File: src/rtl/key_switch_reader_pkg.sv
// Shared constants for the key/switch reader: register addresses and bus width.
// The optional RELEASE register is enabled by defining KEY_SW_RELEASE_EVENT_EN.
package key_switch_reader_pkg;

  localparam int DATA_W = 32;

  localparam logic [2:0] ADDR_SWITCHES = 3'd0;
  localparam logic [2:0] ADDR_KEYS     = 3'd1;
  localparam logic [2:0] ADDR_PRESS    = 3'd2;
  localparam logic [2:0] ADDR_MASK     = 3'd3;
  localparam logic [2:0] ADDR_RELEASE  = 3'd4;

endpackage

File: src/rtl/debounce_bit.sv
// One input bit: two-flop synchronizer, stability counter and accepted level q.
// 'change' pulses in the cycle before q flips, so callers can log the edge on the same clock edge.
module debounce_bit #(
  parameter int DEBOUNCE_CYCLES = 1000000,
  parameter int CNT_W           = $clog2(DEBOUNCE_CYCLES)
) (
  input  logic clk,
  input  logic rst_n,
  input  logic din,
  output logic q,
  output logic change
);

  localparam logic [CNT_W-1:0] CNT_LAST = CNT_W'(DEBOUNCE_CYCLES - 1);

  logic             sync1_q, sync1_d;
  logic             sync2_q, sync2_d;
  logic             lvl_q, lvl_d;
  logic [CNT_W-1:0] cnt_q, cnt_d;
  logic             differs;

  always_comb begin
    sync1_d = din;
    sync2_d = sync1_q;
    differs = (sync2_q != lvl_q);
    lvl_d   = lvl_q;
    cnt_d   = '0;
    // Any cycle where the synchronized value agrees with q restarts the count.
    if (differs) begin
      if (cnt_q == CNT_LAST) lvl_d = sync2_q;
      else                   cnt_d = cnt_q + CNT_W'(1);
    end
  end

  always_ff @(posedge clk or negedge rst_n) begin
    if (!rst_n) begin
      sync1_q <= 1'b0;
      sync2_q <= 1'b0;
      lvl_q   <= 1'b0;
      cnt_q   <= '0;
    end else begin
      sync1_q <= sync1_d;
      sync2_q <= sync2_d;
      lvl_q   <= lvl_d;
      cnt_q   <= cnt_d;
    end
  end

  assign q      = lvl_q;
  assign change = differs && (cnt_q == CNT_LAST);

endmodule

File: src/rtl/key_switch_reader.sv
// Debounced push-button / slide-switch reader with sticky press bits, mask and level irq.
// Define KEY_SW_RELEASE_EVENT_EN to add the sticky RELEASE register at address 4.
module key_switch_reader
  import key_switch_reader_pkg::*;
#(
  parameter int N_KEYS          = 4,
  parameter int N_SW            = 10,
  parameter int DEBOUNCE_CYCLES = 1000000,
  localparam int CNT_W          = $clog2(DEBOUNCE_CYCLES)
) (
  input  logic              clock_50_MHz,
  input  logic              reset_n,
  input  logic [N_KEYS-1:0] key_n,
  input  logic [N_SW-1:0]   sw,
  input  logic              sel,
  input  logic              wr,
  input  logic [2:0]        addr,
  input  logic [DATA_W-1:0] wdata,
  output logic [DATA_W-1:0] rdata,
  output logic              irq
);

  localparam int N_ALL = N_KEYS + N_SW;

  logic [N_ALL-1:0]  raw, lvl, chg;
  logic [N_KEYS-1:0] key_lvl, key_rise, wclr;
  logic [N_SW-1:0]   sw_lvl;
  logic              wr_en, rd_en;
  logic [N_KEYS-1:0] press_q, press_d;
  logic [N_KEYS-1:0] mask_q, mask_d;
  logic [DATA_W-1:0] rdata_q, rdata_d, rd_mux;
  logic              irq_q, irq_d;
  logic [N_KEYS-1:0] event_bits;
  logic              unused_bits;

  // Keys are inverted ahead of the synchronizer so that 1 means pressed everywhere inside.
  assign raw = {sw, ~key_n};

  for (genvar i = 0; i < N_ALL; i++) begin : g_db
    debounce_bit #(
      .DEBOUNCE_CYCLES(DEBOUNCE_CYCLES),
      .CNT_W          (CNT_W)
    ) u_db (
      .clk   (clock_50_MHz),
      .rst_n (reset_n),
      .din   (raw[i]),
      .q     (lvl[i]),
      .change(chg[i])
    );
  end

  assign key_lvl     = lvl[N_KEYS-1:0];
  assign sw_lvl      = lvl[N_ALL-1:N_KEYS];
  assign key_rise    = chg[N_KEYS-1:0] & ~key_lvl;
  assign wr_en       = sel & wr;
  assign rd_en       = sel & ~wr;
  assign wclr        = wdata[N_KEYS-1:0];
  assign unused_bits = ^{chg[N_ALL-1:N_KEYS], wdata[DATA_W-1:N_KEYS]};

`ifdef KEY_SW_RELEASE_EVENT_EN
  logic [N_KEYS-1:0] release_q, release_d;
  logic [N_KEYS-1:0] key_fall;

  assign key_fall   = chg[N_KEYS-1:0] & key_lvl;
  assign event_bits = press_q | release_q;

  always_comb begin
    release_d = release_q;
    if (wr_en && addr == ADDR_RELEASE) release_d = release_q & ~wclr;
    release_d = release_d | key_fall;
  end

  always_ff @(posedge clock_50_MHz or negedge reset_n) begin
    if (!reset_n) release_q <= '0;
    else          release_q <= release_d;
  end
`else
  assign event_bits = press_q;
`endif

  always_comb begin
    // Clear first, then OR in new events so a same-cycle press survives the W1C.
    press_d = press_q;
    if (wr_en && addr == ADDR_PRESS) press_d = press_q & ~wclr;
    press_d = press_d | key_rise;

    mask_d = mask_q;
    if (wr_en && addr == ADDR_MASK) mask_d = wclr;

    case (addr)
      ADDR_SWITCHES: rd_mux = DATA_W'(sw_lvl);
      ADDR_KEYS:     rd_mux = DATA_W'(key_lvl);
      ADDR_PRESS:    rd_mux = DATA_W'(press_q);
      ADDR_MASK:     rd_mux = DATA_W'(mask_q);
`ifdef KEY_SW_RELEASE_EVENT_EN
      ADDR_RELEASE:  rd_mux = DATA_W'(release_q);
`endif
      default:       rd_mux = '0;
    endcase

    rdata_d = rd_en ? rd_mux : rdata_q;
    irq_d   = |(event_bits & mask_q);
  end

  always_ff @(posedge clock_50_MHz or negedge reset_n) begin
    if (!reset_n) begin
      press_q <= '0;
      mask_q  <= '0;
      rdata_q <= '0;
      irq_q   <= 1'b0;
    end else begin
      press_q <= press_d;
      mask_q  <= mask_d;
      rdata_q <= rdata_d;
      irq_q   <= irq_d;
    end
  end

  assign rdata = rdata_q;
  assign irq   = irq_q;

endmodule

File: config.mk
export PLATFORM = sky130hd
export DESIGN_NAME = key_switch_reader
export DESIGN_NICKNAME = d
export VERILOG_FILES = /design/src/rtl/key_switch_reader_pkg.sv /design/src/rtl/debounce_bit.sv /design/src/rtl/key_switch_reader.sv
export SDC_FILE = /design/constraint.sdc
export NUM_CORES = 1
export LEC_CHECK = 0
export ABC_AREA = 1
export CORE_MARGIN = 2
export CORE_UTILIZATION = 55
export DETAILED_ROUTE_END_ITERATION = 6
export MAX_ROUTING_LAYER = met4
export PLACE_DENSITY = 0.84
export RECOVER_POWER = 50
export SLEW_MARGIN = 0
export SYNTH_ARGS = -nofsm -noshare
export SYNTH_HDL_FRONTEND = slang
export SYNTH_SLANG_ARGS = --single-unit
File: constraint.sdc
create_clock -name clock_50_MHz -period 4.1 [get_ports clock_50_MHz]
set_clock_uncertainty 0.2 [all_clocks]
set_input_delay 0.41 -clock clock_50_MHz [delete_from_list [all_inputs] [get_ports clock_50_MHz]]
set_output_delay 0.41 -clock clock_50_MHz [all_outputs]
set_load 0.02 [all_outputs]
==> results by group <==
STA
  • RSZ-0062 raised after global routing: no
  • Tcrit/Tclk final: 0.594
  • Min setup slack post-route: 1.67 ns
  • Worst-margin pin slew: 1.62 ns
  • Slew HR: -0.0857
  • Fin. Hold Viols: 0
  • Max Clock Freq: 0.411 GHz
  • Max Slew Vio Count: 11
  • Setup TNS: 0 ns
  • Final setup vio count: 0
  • Final min period: 2.43 ns

Synthesis
  • Area share of and/or/nand/nor cells after synthesis: 0.353
  • Synth Instances: 2320
  • Register area share after synthesis: 0.476
  • Compound-Gate Fraction of Synth Area: 0.0263
  • Post-synthesis cell area: 0.0179 mm^2
  • Largest family of logic cells by synthesized area: simple AND/OR/NAND/NOR gates
  • Yosys cell types: 40
  • Multiplexer share of the synthesized area: 0
  • Flops & latches, synth: 341
  • Post-synth EDFFs: 0
  • Post-synth ARST share: 1.00
  • Main synth FF type: dfrtp_1
  • Adder-cell area share of the yosys netlist: 0.00978
  • Post-Synth XOR/XNOR Area: 0.0745
  • Syn avg cell area: 7.72 um^2
  • YS warnings: 0

Setup path
  • Buf/Inv on CP: 1
  • Critical Path, Cell by Cell: dlygate4sd3_1 -> nor3_1 -> nand2_1 -> nand4_1 -> nand2_1 -> nand2_1
  • Worst Path Required: 4.36 ns
  • Crit path kind: in2reg
  • Slowest stage delay, CP: 1.27 ns
  • Max FO, Critical Path: 10
  • Slowest cell on the critical path: nor3_1
  • CP dominant cell by count: nand2_1
  • Delay-heaviest family, CP: simple AND/OR/NAND/NOR gates
  • CP Capture Type: flip-flop
  • CP Launch Type: input pin
  • Worst Path Arrival: 2.70 ns

Clock network
  • Clk root buf: clkbuf_16
  • CTS tree: done
  • # clock sinks: 341
  • CTS-repair resized insts: 0
  • Max Root-Sink Buffers: 3
  • H-tree Lvls: 2
  • TritonCTS Buffers: 37
  • Reg clk slew, reported paths: 0.06 ns
  • Clock latency on the worst-skew pair: 0.52 ns

Floorplan
  • Core area: 0.0323 mm^2
  • Die width: 184 um
  • Die extent in y: 184 um
  • Die Area: 0.0340 mm^2
  • I/O pin cnt: 86
  • Initial cell density of the core: 0.555
  • # rows: 66

Power and ir drop
  • Overall power: 7260 uW
  • Worst IR Drop VDD: 0.320 mV
  • Comb pwr share: 0.043
  • Leakage Power: 0.00864 uW
  • Switch share: 0.226
  • Power per Cell Area: 366 mW/mm^2
  • Clock share of power: 0.476
  • P_sw: 1640 uW
  • Flop pwr share: 0.481
  • Internal power: 5610 uW

Finish
  • Fill count: 2710
  • Flip-flop and latch area: 0.00853 mm^2
  • Commonest non-fill, non-tap cells in the layout: nor2_1 (619), nand2_1 (491), dfrtp_1 (341)
  • Syn-to-layout area delta: 10.6%
  • Most common cell after layout, fill and taps aside: nor2_1
  • Diode count: 0
  • Fraction of layout cells with a size suffix above 1: 0.0455
  • Area of the multi-input gates: 0.00816 mm^2
  • Nets: 2460

Status
  • Failing checks: capacitance limit, slew limit
  • Status: finished with violations

Place
  • Routability cong.: 0.922
  • Pre-CTS setup slack: 1.74 ns
  • IO Port Bufs: 35
  • DP Wirelength: 26300 um

Detailed routing
  • DRC: 0
  • DRT Pass-1 Iters: 6
  • Drt total wl: 37800 um
  • Wirelength per Cell: 13.2 um
  • Vias per inst: 5.23
  • Post-route antenna net violation count: 0
  • First DRT Iteration DRCs: 1272
  • Vias: 14981

Global routing
  • First-pass GRT wire length: 65000 um
  • Initial antenna violation count: 0
  • Maximum number of pins on one net before global-route repair: 105
  • GRT Util Overall: 0.235
  • Gr ovfl total: 0
  • Vias in the first global route: 14575

Run
  • Max Cap Viol: 1

Min path
  • Hold Path Class: reg2reg
worst paths after layout:
check | endpoint | from | slack [ns] | cells after the start
hold / removal | g_db[0].u_db.sync2_q | g_db[0].u_db.sync1_q | 0.14 | 0
min in group asynchronous | g_db[3].u_db.cnt_q[18] | reset_n | 0.30 | 2
max in group asynchronous | g_db[0].u_db.cnt_q[17] | reset_n | 2.10 | 3
hold reg to reg | g_db[0].u_db.sync2_q | g_db[0].u_db.sync1_q | 0.14 | 0
setup / recovery | rdata[0] | addr[0] | 1.67 | 6
setup reg to reg | g_db[2].u_db.cnt_q[5] | g_db[2].u_db.cnt_q[0] | 1.88 | 8
sequential cells by signal (all words and copies together), names as in the netlist:
register,cells
event_bits,4
g_db.u_db.cnt_q,280
g_db.u_db.q,14
g_db.u_db.sync1_q,14
g_db.u_db.sync2_q,14
irq,1
mask_q,4
rdata,10
power by group through the flow:
stage / logic (uW) / registers, uW / clock network (uW)
after global placement: 310 / 3540 / 0
after global routing: 359 / 3490 / 3670
after floorplan: 173 / 3550 / 0
final: 312 / 3490 / 3460
after detailed placement: 323 / 3550 / 0
after CTS: 327 / 3490 / 3530
cell type report:
class,instances,share of cell area
Clock buffer,42,0.0503
Clock inverter,24,0.0142
Inverter,228,0.0432
Sequential cell,341,0.431
Tap cell,442,0.0279
Timing Repair Buffer,43,0.0220
Multi-Input combinational cell,1742,0.412
through the flow:
step                 util  hold slack, ns  instances  area, um^2
CTS                 0.621           0.123       2862       20100
finish              0.614           0.144       2862       19800
global placement    0.581           0.133       2795       18800
global route        0.614           0.159       2862       19800
floorplan               -         -0.0856       2341       18000
detailed placement  0.581           0.135       2795       18800
Yosys cell counts (3+ instances only):
library cell	number	area share
a21oi_1	34	0.0095
a21oi_2	3	0.0015
and2_1	5	0.0017
buf_2	3	0.00084
buf_4	23	0.0096
clkbuf_1	3	0.00063
dfrtp_1	341	0.48
ha_1	14	0.0098
inv_1	221	0.046
inv_2	6	0.0013
nand2_1	490	0.10
nand2_2	10	0.0035
nand3_1	211	0.059
nand3_2	10	0.0056
nand3b_1	10	0.0042
nand4_1	33	0.012
nor2_1	605	0.13
nor2_2	26	0.0091
nor2_4	7	0.0044
nor3_1	32	0.0089
nor3_2	3	0.0017
nor3_4	4	0.0036
nor3b_1	15	0.0063
o21ai_0	40	0.011
o21ai_1	4	0.0011
o21bai_1	4	0.0017
or2_2	5	0.0017
xnor2_1	49	0.024
xor2_1	94	0.046
xor2_2	3	0.0027
worst reg2reg max path: stages (launching register included):
cell	delay (ns)
dfrtp_1	0.38
ha_1	0.18
nand2_1	0.08
nor2_1	0.41
nand2_2	0.14
nor2_1	0.13
nand2_1	0.23
nand2_2	0.29
nor2_1	0.08
metal layers:
layer  global-route usage  share of wire  wire length [um]
met2                0.398           0.49             18500
met1                0.298           0.44             16800
met5                    -              0                 0
met4               0.0688          0.022               824
met3               0.0281          0.046              1720
logic make-up (layout without fill, tap and decap cells):
group,count (synthesis),after routing
buffers and inverters,258,337
DFF,341,341
AOI/OAI and AO/OA,87,87
other,1,22
adders and majority gates,14,14
xor gates and xnor gates,148,148
and+or+nand+nor,1471,1471
timing repair:
item                      4_1_cts  5_1_grt
hold endpoints to repair      100        0
buffers inserted                0        0
hold buffers                    1        0
No activity file was read; power rests on OpenSTA's default activity.
